**src/rtl/mc_cpu_pkg.sv**
```systemverilog
// Shared types and encodings for the multi-cycle 16-bit processor controller.
package mc_cpu_pkg;

    typedef enum logic [3:0] {
        IDLE,
        FETCH,
        DECODE,
        EXEC_R,
        EXEC_I,
        WB_ALU,
        ADDR,
        MEM_RD,
        WB_MEM,
        MEM_WR,
        BRANCH,
        JUMP,
        HALT
    } state_e;

    typedef enum logic [3:0] {
        OP_ADD  = 4'h0,
        OP_SUB  = 4'h1,
        OP_AND  = 4'h2,
        OP_OR   = 4'h3,
        OP_ADDI = 4'h4,
        OP_LD   = 4'h5,
        OP_ST   = 4'h6,
        OP_BEQ  = 4'h7,
        OP_JMP  = 4'h8,
        OP_HALT = 4'hE
    } opcode_e;

    typedef enum logic [1:0] {
        ALU_ADD = 2'b00,
        ALU_SUB = 2'b01,
        ALU_AND = 2'b10,
        ALU_OR  = 2'b11
    } alu_op_e;

    typedef enum logic [2:0] {
        CLS_ALU_R,
        CLS_ALU_I,
        CLS_LOAD,
        CLS_STORE,
        CLS_BRANCH,
        CLS_JUMP,
        CLS_HALT
    } instr_class_e;

    localparam logic PC_SRC_INC  = 1'b0;
    localparam logic PC_SRC_LOAD = 1'b1;
    localparam logic ADDR_PC     = 1'b0;
    localparam logic ADDR_ALU    = 1'b1;
    localparam logic WB_ALU_SEL  = 1'b0;
    localparam logic WB_MEM_SEL  = 1'b1;

endpackage

```
**src/rtl/mc_instr_decoder.sv**
```systemverilog
// Combinational opcode decoder: opcode -> instruction class plus illegal flag.
module mc_instr_decoder
    import mc_cpu_pkg::*;
#(
    parameter int OPCODE_LEN = 4
) (
    input  logic [OPCODE_LEN-1:0] opcode,
    output instr_class_e          instr_class,
    output logic                  illegal
);

    // Undefined opcodes fall into the HALT class so the FSM parks safely.
    always_comb begin
        instr_class = CLS_HALT;
        illegal     = 1'b0;
        case (opcode)
            OP_ADD, OP_SUB, OP_AND, OP_OR: instr_class = CLS_ALU_R;
            OP_ADDI:                       instr_class = CLS_ALU_I;
            OP_LD:                         instr_class = CLS_LOAD;
            OP_ST:                         instr_class = CLS_STORE;
            OP_BEQ:                        instr_class = CLS_BRANCH;
            OP_JMP:                        instr_class = CLS_JUMP;
            OP_HALT:                       instr_class = CLS_HALT;
            default: begin
                instr_class = CLS_HALT;
                illegal     = 1'b1;
            end
        endcase
    end

endmodule

```
**src/rtl/mc_control_unit.sv**
```systemverilog
// Multi-cycle FSM controller: sequences PC, IR, memory, ALU and register file,
// and keeps a sticky illegal-opcode flag and a retired-instruction counter.
module mc_control_unit
    import mc_cpu_pkg::*;
#(
    parameter int DATA_LEN   = 16,
    parameter int OPCODE_LEN = 4,
    parameter int CNT_LEN    = 16
) (
    input  logic                clk,
    input  logic                rst,
    input  logic                start,
    input  logic [DATA_LEN-1:0] instr,
    input  logic                alu_zero,
    input  logic                mem_ready,
    output logic                mem_req,
    output logic                mem_we,
    output logic                mem_addr_sel,
    output logic                ir_wr_en,
    output logic                pc_wr_en,
    output logic                pc_src,
    output logic [1:0]          alu_op,
    output logic                alu_src_b,
    output logic                rf_wr_en,
    output logic                rf_wr_sel,
    output logic                halted,
    output logic                illegal,
    output logic [CNT_LEN-1:0]  retired
);

    state_e                state_q;
    state_e                state_d;
    instr_class_e          instr_class;
    logic                  dec_illegal;
    logic [OPCODE_LEN-1:0] opcode;
    logic                  illegal_q;
    logic [CNT_LEN-1:0]    retire_q;
    logic                  retire_ev;
    logic                  instr_unused;

    assign opcode       = instr[DATA_LEN-1 -: OPCODE_LEN];
    assign instr_unused = ^instr[DATA_LEN-OPCODE_LEN-1:0];

    mc_instr_decoder #(
        .OPCODE_LEN (OPCODE_LEN)
    ) u_decoder (
        .opcode      (opcode),
        .instr_class (instr_class),
        .illegal     (dec_illegal)
    );

    always_ff @(posedge clk or posedge rst) begin
        if (rst) begin
            state_q <= IDLE;
        end else begin
            state_q <= state_d;
        end
    end

    always_comb begin
        state_d = state_q;
        case (state_q)
            IDLE:   if (start) state_d = FETCH;
            FETCH:  if (mem_ready) state_d = DECODE;
            DECODE: begin
                case (instr_class)
                    CLS_ALU_R:  state_d = EXEC_R;
                    CLS_ALU_I:  state_d = EXEC_I;
                    CLS_LOAD,
                    CLS_STORE:  state_d = ADDR;
                    CLS_BRANCH: state_d = BRANCH;
                    CLS_JUMP:   state_d = JUMP;
                    default:    state_d = HALT;
                endcase
            end
            EXEC_R, EXEC_I: state_d = WB_ALU;
            WB_ALU:         state_d = FETCH;
            ADDR:           state_d = (instr_class == CLS_STORE) ? MEM_WR : MEM_RD;
            MEM_RD:         if (mem_ready) state_d = WB_MEM;
            WB_MEM:         state_d = FETCH;
            MEM_WR:         if (mem_ready) state_d = FETCH;
            BRANCH, JUMP:   state_d = FETCH;
            HALT:           state_d = HALT;
            default:        state_d = IDLE;
        endcase
    end

    // ALU controls stay on the effective-address setup through both memory
    // states because the memory address is taken straight from the ALU result.
    always_comb begin
        mem_req      = 1'b0;
        mem_we       = 1'b0;
        mem_addr_sel = ADDR_PC;
        ir_wr_en     = 1'b0;
        pc_wr_en     = 1'b0;
        pc_src       = PC_SRC_INC;
        alu_op       = ALU_ADD;
        alu_src_b    = 1'b0;
        rf_wr_en     = 1'b0;
        rf_wr_sel    = WB_ALU_SEL;
        halted       = 1'b0;
        case (state_q)
            FETCH: begin
                mem_req      = 1'b1;
                mem_addr_sel = ADDR_PC;
                if (mem_ready) begin
                    ir_wr_en = 1'b1;
                    pc_wr_en = 1'b1;
                    pc_src   = PC_SRC_INC;
                end
            end
            EXEC_R: begin
                alu_op    = opcode[1:0];
                alu_src_b = 1'b0;
            end
            EXEC_I, ADDR: begin
                alu_op    = ALU_ADD;
                alu_src_b = 1'b1;
            end
            WB_ALU: begin
                rf_wr_en  = 1'b1;
                rf_wr_sel = WB_ALU_SEL;
                if (instr_class == CLS_ALU_I) begin
                    alu_op    = ALU_ADD;
                    alu_src_b = 1'b1;
                end else begin
                    alu_op    = opcode[1:0];
                    alu_src_b = 1'b0;
                end
            end
            MEM_RD: begin
                mem_req      = 1'b1;
                mem_addr_sel = ADDR_ALU;
                alu_op       = ALU_ADD;
                alu_src_b    = 1'b1;
            end
            WB_MEM: begin
                rf_wr_en  = 1'b1;
                rf_wr_sel = WB_MEM_SEL;
            end
            MEM_WR: begin
                mem_req      = 1'b1;
                mem_we       = 1'b1;
                mem_addr_sel = ADDR_ALU;
                alu_op       = ALU_ADD;
                alu_src_b    = 1'b1;
            end
            BRANCH: begin
                alu_op    = ALU_SUB;
                alu_src_b = 1'b0;
                if (alu_zero) begin
                    pc_wr_en = 1'b1;
                    pc_src   = PC_SRC_LOAD;
                end
            end
            JUMP: begin
                pc_wr_en = 1'b1;
                pc_src   = PC_SRC_LOAD;
            end
            HALT:    halted = 1'b1;
            default: ;
        endcase
    end

    // An instruction retires on the edge that leaves its final state.
    assign retire_ev = (state_q == WB_ALU) || (state_q == WB_MEM) ||
                       (state_q == BRANCH) || (state_q == JUMP)   ||
                       ((state_q == MEM_WR) && mem_ready);

    always_ff @(posedge clk or posedge rst) begin
        if (rst) begin
            retire_q  <= '0;
            illegal_q <= 1'b0;
        end else begin
            if (retire_ev) begin
                retire_q <= retire_q + 1'b1;
            end
            if ((state_q == DECODE) && dec_illegal) begin
                illegal_q <= 1'b1;
            end
        end
    end

    assign retired = retire_q;
    assign illegal = illegal_q;

endmodule

```
**config.mk**
```make
export PLATFORM = sky130hd
export DESIGN_NAME = mc_control_unit
export DESIGN_NICKNAME = d
export VERILOG_FILES = /design/src/rtl/mc_cpu_pkg.sv /design/src/rtl/mc_instr_decoder.sv /design/src/rtl/mc_control_unit.sv
export SDC_FILE = /design/constraint.sdc
export NUM_CORES = 1
export LEC_CHECK = 0
export CAP_MARGIN = 0
export CORE_MARGIN = 10
export CORE_UTILIZATION = 35
export DETAILED_ROUTE_END_ITERATION = 8
export GPL_TIMING_DRIVEN = 0
export SETUP_SLACK_MARGIN = 0.15
export SYNTH_ARGS = -nofsm -noshare
export SYNTH_HDL_FRONTEND = slang
export SYNTH_SLANG_ARGS = --single-unit
```
**constraint.sdc**
```tcl
create_clock -name clk -period 4.9 [get_ports clk]
set_clock_uncertainty 0.15 [all_clocks]
set_input_delay 0.98 -clock clk [delete_from_list [all_inputs] [get_ports clk]]
set_output_delay 0.98 -clock clk [all_outputs]
set_load 0.02 [all_outputs]
```
==> impl_metrics.ini <==
[outcome]
status = finished clean

[timing]
maxSlewHeadroom_pct = 46.5
maxSlewViolCount = 0
hold_violations = 0
min_period_ns = 3.85
rsz0062_at_grt = false
fmax_mhz = 260
tns_ns = 0
worst_pin_slew_ns = 0.801
finalCritPeriodShare_pct = 78.6
setup_viol = 0

[global_route]
grt_max_degree = 22
track_usage_pct = 10.4
grt_pass1_wl_um = 6640
overflow = 0
grt_pass1_vias = 1376
antenna_found_initial = 0

[die]
ios = 50
die_x_um = 86.8
dieArea_um2 = 7540
start_util_pct = 35.9
num_rows = 24
die_y_um = 86.8
core_area_um2 = 4350

[worst_setup_path]
crit_slowest_cell = clkdlybuf4s50_1
path_class = primary input to output port
slowest_delay_ns = 0.61
worstSetupEndpointType = output port
crit_chain = clkdlybuf4s50_1 > or4b_4 > nand2_1 > a21o_1 > clkdlybuf4s50_1
cp_max_fo = 3
cp_data_arrival_time_ns = 2.72
cp_common_cell = clkdlybuf4s50_1
cp-start-kind = primary input
worstPathRequired_ns = 3.77

[run]
drv_cap = 0

[logic_synthesis]
synth_area_leader_cell = dfrtp_1
synth_top_flop_cell = dfrtp_1
synth_common_cells = dfrtp_1, nand2_1, xor2_1, nor2_1, nor3_1
ys_warn_count = 0
ys_async_sr_fraction_pct = 100
avgSynthCellArea_um2 = 8.79
synth_seq_area_share_pct = 33.6
ys_ff_latch = 21
syn_area_um2 = 1560
synth-edff-count = 0
synth_area_leaders = dfrtp_1, xor2_1, nand2_1, ha_1, nor3_1
synth_top_area_share_pct = 33.6
synth.distinct_cells = 51
synthesis.nets = 203
syn-instance-count = 178
synth_most_common_cell = dfrtp_1

[clock_network]
post_cts_resize_count = 0
clk_transition_reported_paths_ns = 0.07
cts_tree = built
cts.hold.buffers_added = 0
cts.sinks = 21
numCtsBuffers = 3
cts.path.max_buffers = 2
postCtsSetupBuffers = 0
cts-root-buf = clkbuf_8
clock_latency_ns = 0.26
htreeDepth = 1

[drt]
ant_nets = 0
drt_iter0_drc = 80
post_drt_wl_per_cell_um = 14.3
drc = 0
vias_per_cell = 5.21
drt_wl_total_um = 3830
first_pass_iters = 4
vias = 1390

[layout]
syn2layout_area_growth_pct = 28.2
nFillCells = 427
seq_area_um2 = 526
fin_area_um2 = 2000
multi_input_area_um2 = 931
stdcell_count = 267
drive_gt1_share_pct = 8.84
antenna_cells = 0
nNetsFinal = 241

[placement]
dp_hpwl_um = 2920
io_buffers = 33
place_area_um2 = 1960
place_congestion = 0.836
dp.cells = 263

[pwr]
p_leak_nw = 0.903
irDropWorstVdd_v = 0.000322
power_density_nw_per_um2 = 465

[hold_path]
worstHoldPathType = register to register
-- registers in the layout, indices dropped and copies added (netlist names) --
name     cells
state_q      4
illegal      1
retired     16
-- metal layers --
metal | track usage, % | vias to the layer above | share of wire, %
met5 | 0 | - | 0
met4 | 2.21 | 0 | 0.37
met3 | 2.72 | 2 | 4.6
met2 | 15.9 | 22 | 46
met1 | 14.2 | 664 | 49
li1 | - | 702 | -
-- cell families (layout without fill, tap and decap cells) --
family / after synthesis / count (layout) / synth area share (%)
compound gates: 37 / 37 / 17.4
xor+xnor: 17 / 17 / 9.52
fa+ha+maj: 4 / 4 / 3.20
buf+inv: 21 / 58 / 6.88
flops: 21 / 21 / 33.6
mux: 2 / 2 / 1.36
simple gates: 76 / 76 / 28.1
-- worst max-delay path, delay by kind of cell --
family	cells	cell delay, ns
buffers and inverters	2	1.02
AOI/OAI and AO/OA	1	0.11
and+or+nand+nor	2	0.61
-- worst paths after layout --
kind	startpoint	end	slack (ns)	depth (start not counted)
min	illegal$_DFFE_PP0P_	illegal$_DFFE_PP0P_	0.32	1
max	instr[15]	alu_src_b	1.05	5
min reg2reg	illegal$_DFFE_PP0P_	illegal$_DFFE_PP0P_	0.32	1
min in group asynchronous	rst	retired[15]$_DFFE_PP0P_	1.02	2
max reg2reg	state_q[1]$_DFFE_PP0P_	state_q[0]$_DFFE_PP0P_	2.99	4
max in group asynchronous	rst	state_q[2]$_DFFE_PP0P_	3.08	2
-- power breakdown --
group / leakage, nW / internal (mW) / switching, mW
logic: 0.603 / 0.251 / 0.335
registers: 0.276 / 0.211 / 0.0262
clock network: 0.0228 / 0.0578 / 0.0519
total: 0.903 / 0.519 / 0.413
-- stage by stage --
step           utilization (%)  hold slack, ns  power, mW  setup slack (ns)
6_report                  46.0           0.321      0.932              1.05
5_1_grt                   46.0           0.351       1.01             0.997
4_1_cts                   46.0           0.329      0.947              1.04
3_5_place_dp              45.0           0.307      0.833              1.04
3_3_place_gp              45.0           0.310      0.829              1.04
2_1_floorplan                -           0.428      0.633              1.85
-- layout by cell type, fill, tap and decap left out, types with 4 or more instances in the layout --
| cell type | n |
|---|---|
| ha_1 | 4 |
| a21oi_1 | 7 |
| nor2_1 | 11 |
| nand2b_1 | 5 |
| nand3_1 | 4 |
| xor2_1 | 15 |
| nor3_1 | 10 |
| nand2_1 | 17 |
| clkbuf_1 | 6 |
| o21ai_0 | 7 |
| dfrtp_1 | 21 |
| nor2b_1 | 6 |
| clkdlybuf4s50_1 | 33 |
| inv_1 | 6 |
| nor4b_1 | 4 |
-- layout make-up --
class | instances | share of cell area, %
clock buffers | 4 | 2.25
plain buffers | 15 | 4.24
multi-input cells | 136 | 46.4
repair buffers | 33 | 16.5
flip-flops and latches | 21 | 26.2
well taps | 52 | 3.25
inverters | 6 | 1.12
(Power assumes the default switching activity.)
==> RTL change 1, RTL diff (same flow settings) <==
`OPCODE_LEN` is set to 4 in 2 places; all go to 8.
--- a/src/rtl/mc_instr_decoder.sv
+++ b/src/rtl/mc_instr_decoder.sv
@@ -3,5 +3,5 @@
     import mc_cpu_pkg::*;
 #(
-    parameter int OPCODE_LEN = 4
+    parameter int OPCODE_LEN = 8
 ) (
     input  logic [OPCODE_LEN-1:0] opcode,
--- a/src/rtl/mc_control_unit.sv
+++ b/src/rtl/mc_control_unit.sv
@@ -5,5 +5,5 @@
 #(
     parameter int DATA_LEN   = 16,
-    parameter int OPCODE_LEN = 4,
+    parameter int OPCODE_LEN = 8,
     parameter int CNT_LEN    = 16
 ) (
Check against the original RTL: not equivalent (Yosys sat finds a counterexample within 4 cycles, from zero or initial values and one cycle with rst high).
==> RTL change 1 against the unedited design <==
  * Wire length grew 4.4%
  * Global-route usage is 0.077 points lower
  * Sequential cell count unchanged
  * Area after synthesis is 0.96% higher
  * Design area is 4.3% higher
  * Core utilization up 2.0 points
  * Setup slack worse by 0.33 ns
  * Total power is 6.2% lower
  * Critical path type unchanged
==> RTL change 1: results (changes against the unedited design) <==
----------------------------------------------------
[Route]
  Avg WL per Cell ... 14.38 um (+0.23%)
  Vias per cell ... 5.306 (+1.9%)
  Total Routed Length ... 3.998 mm (+4.4%)
  DR iter-0 viols ... 86 (+7.5%)

[Setup path]
  Flop-to-flop setup slack ... 3.08 ns (+0.09 ns)
  Max Fanout on Critical Path ... 7 (+4)
  End of the worst register-to-register path ... state_q[3]
  FF-to-FF Start ... state_q[2]

[Clocking]
  Count of instances resized after the clock tree is built ... 0 (unchanged)
  Buffers inserted by post-CTS timing repair ... 0 (unchanged)
  Number of buffers on the longest clock path ... 2 (unchanged)
  Clock latency on the worst-skew pair ... 0.26 ns (about the same)
  H-tree depth ... 1 (unchanged)
  Number of buffers inserted during clock tree synthesis ... 3 (unchanged)

[Cells and area]
  Fraction of layout cells with a size suffix above 1 ... 0.08850 (+0.0001235)
  Final Net Count ... 252 (+4.6%)

[Placed design]
  Global placer's final weighted congestion ... 0.7778 (-6.9%)
  Cell Count Post-Placement ... 274 (+4.2%)
  DP Worst Slack ... 0.7252 ns (-0.3113 ns)
  Dpl hpwl ... 3.143 mm (+7.5%)
  IO buf count ... 40 (+21%)
  Placed cell area ... 0.002044 mm2 (+4.3%)

[Timing]
  Relative max-transition margin ... 0.4611 (-0.004101)
  Max-slew violation count ... 0 (unchanged)

[Yosys]
  Fraction of registers with async set/reset ... 1.000 (unchanged)
  Yosys warning total ... 0 (unchanged)
  Sequential area share after synthesis ... 0.3328 (-0.003195)
  Synthesized netlist net count ... 207 (+2.0%)
  Average footprint of a synthesized cell ... 8.676 um2 (-1.3%)
  Unique masters post-synth ... 46 (-9.8%)
  Synth area leaders ... dfrtp_1, xnor2_1, nand4_1
  Cell types with the highest counts after synthesis ... dfrtp_1, xnor2_1, nand2_1, nand3_1

[Power and ir drop]
  Leak Pwr ... 0.8477 nW (-6.1%)
  Worst vdd rail ir drop ... 0.1518 mV (-53%)

[GRT]
  Vias in the first global route ... 1435 (+4.3%)
  Maximum number of pins on one net before global-route repair ... 22 (unchanged)
  Global-route wire length before repair ... 6.624 mm (-0.30%)
  Overall Global Routing Usage ... 0.1031 (-0.0007714)

[Min path]
  Worst Hold End ... illegal
  Kind of path behind the tightest hold check ... reg2reg

[Run status]
  Run status ... finished, final reports clean

----------------------------------------------------
[RTL change 1: through the flow]
step | utilization | hold WS (ns)
after CTS | 0.4802 | 0.3264
after global placement | 0.4695 | 0.3044
after global routing | 0.4802 | 0.3368
after detailed placement | 0.4695 | 0.3081
final | 0.4802 | 0.3204
after floorplan | - | 0.4323
[RTL change 1: layer usage]
layer | track usage | up-vias | part of all wire | wire length, um
li1 | - | 749 | - | -
met1 | 0.1243 | 679 | 0.46 | 1833
met2 | 0.1752 | 42 | 0.47 | 1876
met3 | 0.02060 | 5 | 0.056 | 222
met4 | 0.03913 | 0 | 0.017 | 66
met5 | 0 | - | 0 | 0
[RTL change 1: cell type report]
| class | count | area [um2] |
|---|---|---|
| clock inverter | 1 | 5.005 |
| tap | 52 | 65.06 |
| inverter | 9 | 33.78 |
| multi-input combinational | 140 | 962.2 |
| fill | 440 | 2263 |
| timing repair buffer | 40 | 400.4 |
| clock buffer | 3 | 41.29 |
| buffer | 12 | 57.56 |
| sequential | 21 | 525.5 |
[RTL change 1: worst max path at each step]
| stage | slack, ns | start | end |
|---|---|---|---|
| 6_report | 0.72 | instr[10] | alu_src_b |
| 5_1_grt | 0.62 | instr[10] | alu_src_b |
| 4_1_cts | 0.72 | instr[10] | alu_src_b |
| 3_5_place_dp | 0.73 | instr[10] | alu_src_b |
| 3_3_place_gp | 0.75 | instr[10] | alu_src_b |
| 2_1_floorplan | 1.75 | instr[13] | alu_src_b |
[RTL change 1: critical path, stage by stage]
cell and delay, ns:
clkdlybuf4s50_1 0.63, nor2b_1 0.17, clkbuf_1 0.28, a31oi_1 0.14, o21ai_0 0.19, clkdlybuf4s50_1 0.64
[RTL change 1: power by group]
part,leakage [nW],switching [W],internal [W]
combinational,0.547,0.000284,0.000227
sequential,0.275,0.0000420,0.000208
clock,0.0255,0.0000567,0.0000567
[RTL change 1: kinds of logic (layout without fill, tap and decap cells)]
| group | count (synthesis) | after routing | synth area share |
|---|---|---|---|
| adders and majority gates | 4 | 4 | 0.03170 |
| xor gates and xnor gates | 17 | 17 | 0.09430 |
| muxes | 3 | 3 | 0.01981 |
| DFF | 21 | 21 | 0.3328 |
| AOI/OAI and AO/OA | 37 | 37 | 0.1656 |
| buffers and inverters | 21 | 65 | 0.05784 |
| and+or+nand+nor | 79 | 79 | 0.2980 |
==> RTL change 2, RTL diff (same settings) <==
Made on the original files. Register the output `retired` once more, cleared by the reset; this adds one clock of latency there. The other outputs are not delayed to match.
--- a/src/rtl/mc_control_unit.sv
+++ b/src/rtl/mc_control_unit.sv
@@ -182,5 +182,11 @@
     end
 
-    assign retired = retire_q;
+    always_ff @(posedge clk or posedge rst) begin
+        if (rst) begin
+            retired <= '0;
+        end else begin
+            retired <= retire_q;
+        end
+    end
     assign illegal = illegal_q;
 
Function: changed (a bounded check fails within 10 cycles, from zero or initial values and one cycle with rst high).
==> RTL change 2 against the unedited design <==
  * Total power rose by 30%
  * Wire length rose by 4.4%
  * Core utilization rose by 1.4 points
  * Design area rose by 22%
  * Register-to-register slack improved by 0.20 ns
  * Sequential cell count rose by 16
  * Synthesized cell count rose by 7.3%
  * Critical path depth did not move
  * Setup slack got worse by 0.073 ns
  * Area after synthesis rose by 21%
==> RTL change 2: results (changes against the unedited design) <==
----------------------------------------------------
[Power and ir drop]
  Worst vdd rail ir drop ... 0.3393 mV (+5.5%)
  Leak Pwr ... 1.017 nW (+13%)
  Switching power of the nets ... 0.0004470 W (+8.1%)

[Cells and area]
  Fraction of layout cells with a size suffix above 1 ... 0.08085 (-0.007521)
  Diode count ... 0 (unchanged)
  Final Net Count ... 259 (+7.5%)
  Final Instance Count excl. Fillers ... 305 (+14%)

[Clocking]
  H-tree depth ... 2 (+1)
  Buffers inserted by post-CTS timing repair ... 0 (unchanged)
  Number of buffers inserted during clock tree synthesis ... 5 (+2)
  Clock latency on the worst-skew pair ... 0.28 ns (+0.02 ns)

[Yosys]
  Synth area leaders ... dfrtp_1, xnor2_1, nor2_1
  Cell types with the highest counts after synthesis ... dfrtp_1, nor2_1, nand2_1, xnor2_1, nand2b_1
  Unique masters post-synth ... 44 (-14%)
  Average footprint of a synthesized cell ... 9.879 um2 (+12%)
  Synthesized netlist net count ... 216 (+6.4%)
  Fraction of registers with async set/reset ... 1.000 (unchanged)
  Sequential area share after synthesis ... 0.4907 (+0.1547)

[GRT]
  Vias in the first global route ... 1475 (+7.2%)
  Initial antenna violation count ... 0 (unchanged)
  Global-route track usage on met1 ... 0.1096 (-0.03190)
  Maximum number of pins on one net before global-route repair ... 38 (+73%)
  Global-route wire length before repair ... 6.920 mm (+4.2%)
  Overall Global Routing Usage ... 0.09672 (-0.007188)
  Met2 Track Usage GR ... 0.1555 (-0.003775)
  Met3 usage ... 0.03837 (+0.01116)

[Run status]
  Run status ... finished, final reports clean

[Setup path]
  Data arrival time of the worst path ... 2.80 ns (+0.08 ns)
  Max Fanout on Critical Path ... 7 (+4)
  Largest stage delay, worst path ... 0.61 ns (about the same)
  Cell with the biggest individual delay on the critical path ... clkdlybuf4s50_1

[Route]
  Vias per cell ... 4.918 (-5.5%)
  Total Routed Length ... 3.998 mm (+4.4%)
  DR iter-0 viols ... 62 (-23%)

[Placed design]
  Cell Count Post-Placement ... 297 (+13%)
  Global placer's final weighted congestion ... 0.8906 (+6.6%)
  IO buf count ... 36 (+9.1%)
  Dpl hpwl ... 3.026 mm (+3.5%)

[Min path]
  Kind of path behind the tightest hold check ... reg2reg

[Timing]
  Relative max-transition margin ... 0.5156 (+0.05043)

----------------------------------------------------
-- RTL change 2: through the flow --
| step | area (um2) | utilization | hold WS (ns) | setup slack [ns] |
|---|---|---|---|---|
| floorplan | 1887 | - | 0.2229 | 1.894 |
| global placement | 2335 | 0.4514 | 0.2449 | 1.019 |
| detailed placement | 2335 | 0.4514 | 0.2423 | 0.9870 |
| CTS | 2455 | 0.4746 | 0.2523 | 0.9795 |
| global route | 2455 | 0.4746 | 0.2604 | 0.8828 |
| finish | 2455 | 0.4746 | 0.2482 | 0.9749 |
-- RTL change 2: per-layer routing --
metal	share of wire	vias to the layer above
met4	0.015	0
met2	0.48	51
li1	-	757
met1	0.42	688
met3	0.085	4
met5	0	-
-- RTL change 2: path summary, 6_finish.rpt --
path | start | end | slack, ns | depth (start not counted)
max in group asynchronous | rst | retire_q[2] | 3.14 | 2
min in group asynchronous | rst | retire_q[0] | 0.99 | 2
min reg2reg | retire_q[15] | retired[15] | 0.25 | 0
max | mem_ready | pc_wr_en | 0.97 | 5
max reg2reg | state_q[2] | retire_q[10] | 3.19 | 5
min | retire_q[15] | retired[15] | 0.25 | 0
-- RTL change 2: cell type report --
type,instances,area (um2)
buffer,9,47.55
clock buffer,6,82.58
clock inverter,2,37.54
fill,484,2718
inverter,7,26.28
multi-input combinational,138,887.1
sequential,37,925.9
tap,70,87.58
timing repair buffer,36,360.3
-- RTL change 2: kinds of logic (layout without fill, tap and decap cells) --
group,Yosys count,count (layout),synth area share
flip-flops,37,37,0.4907
multiplexers,1,1,0.005968
buffers and inverters,16,60,0.03912
AND/OR/NAND/NOR,79,79,0.2162
AO/OA/AOI/OAI,37,37,0.1426
XOR/XNOR,17,17,0.07892
adder cells (fa/ha/maj),4,4,0.02653
-- RTL change 2: worst max-delay path: cells and delay by family --
| family | cells | cell delay, ns |
|---|---|---|
| AND/OR/NAND/NOR | 2 | 0.49 |
| buffers and inverters | 3 | 1.33 |
-- RTL change 2: power groups by stage --
stage | clock network, W | logic [W] | registers [W]
2_1_floorplan | 0 | 0.000308 | 0.000451
3_3_place_gp | 0 | 0.000518 | 0.000429
3_5_place_dp | 0 | 0.000520 | 0.000430
4_1_cts | 0.000277 | 0.000522 | 0.000425
5_1_grt | 0.000293 | 0.000572 | 0.000435
6_report | 0.000269 | 0.000516 | 0.000424
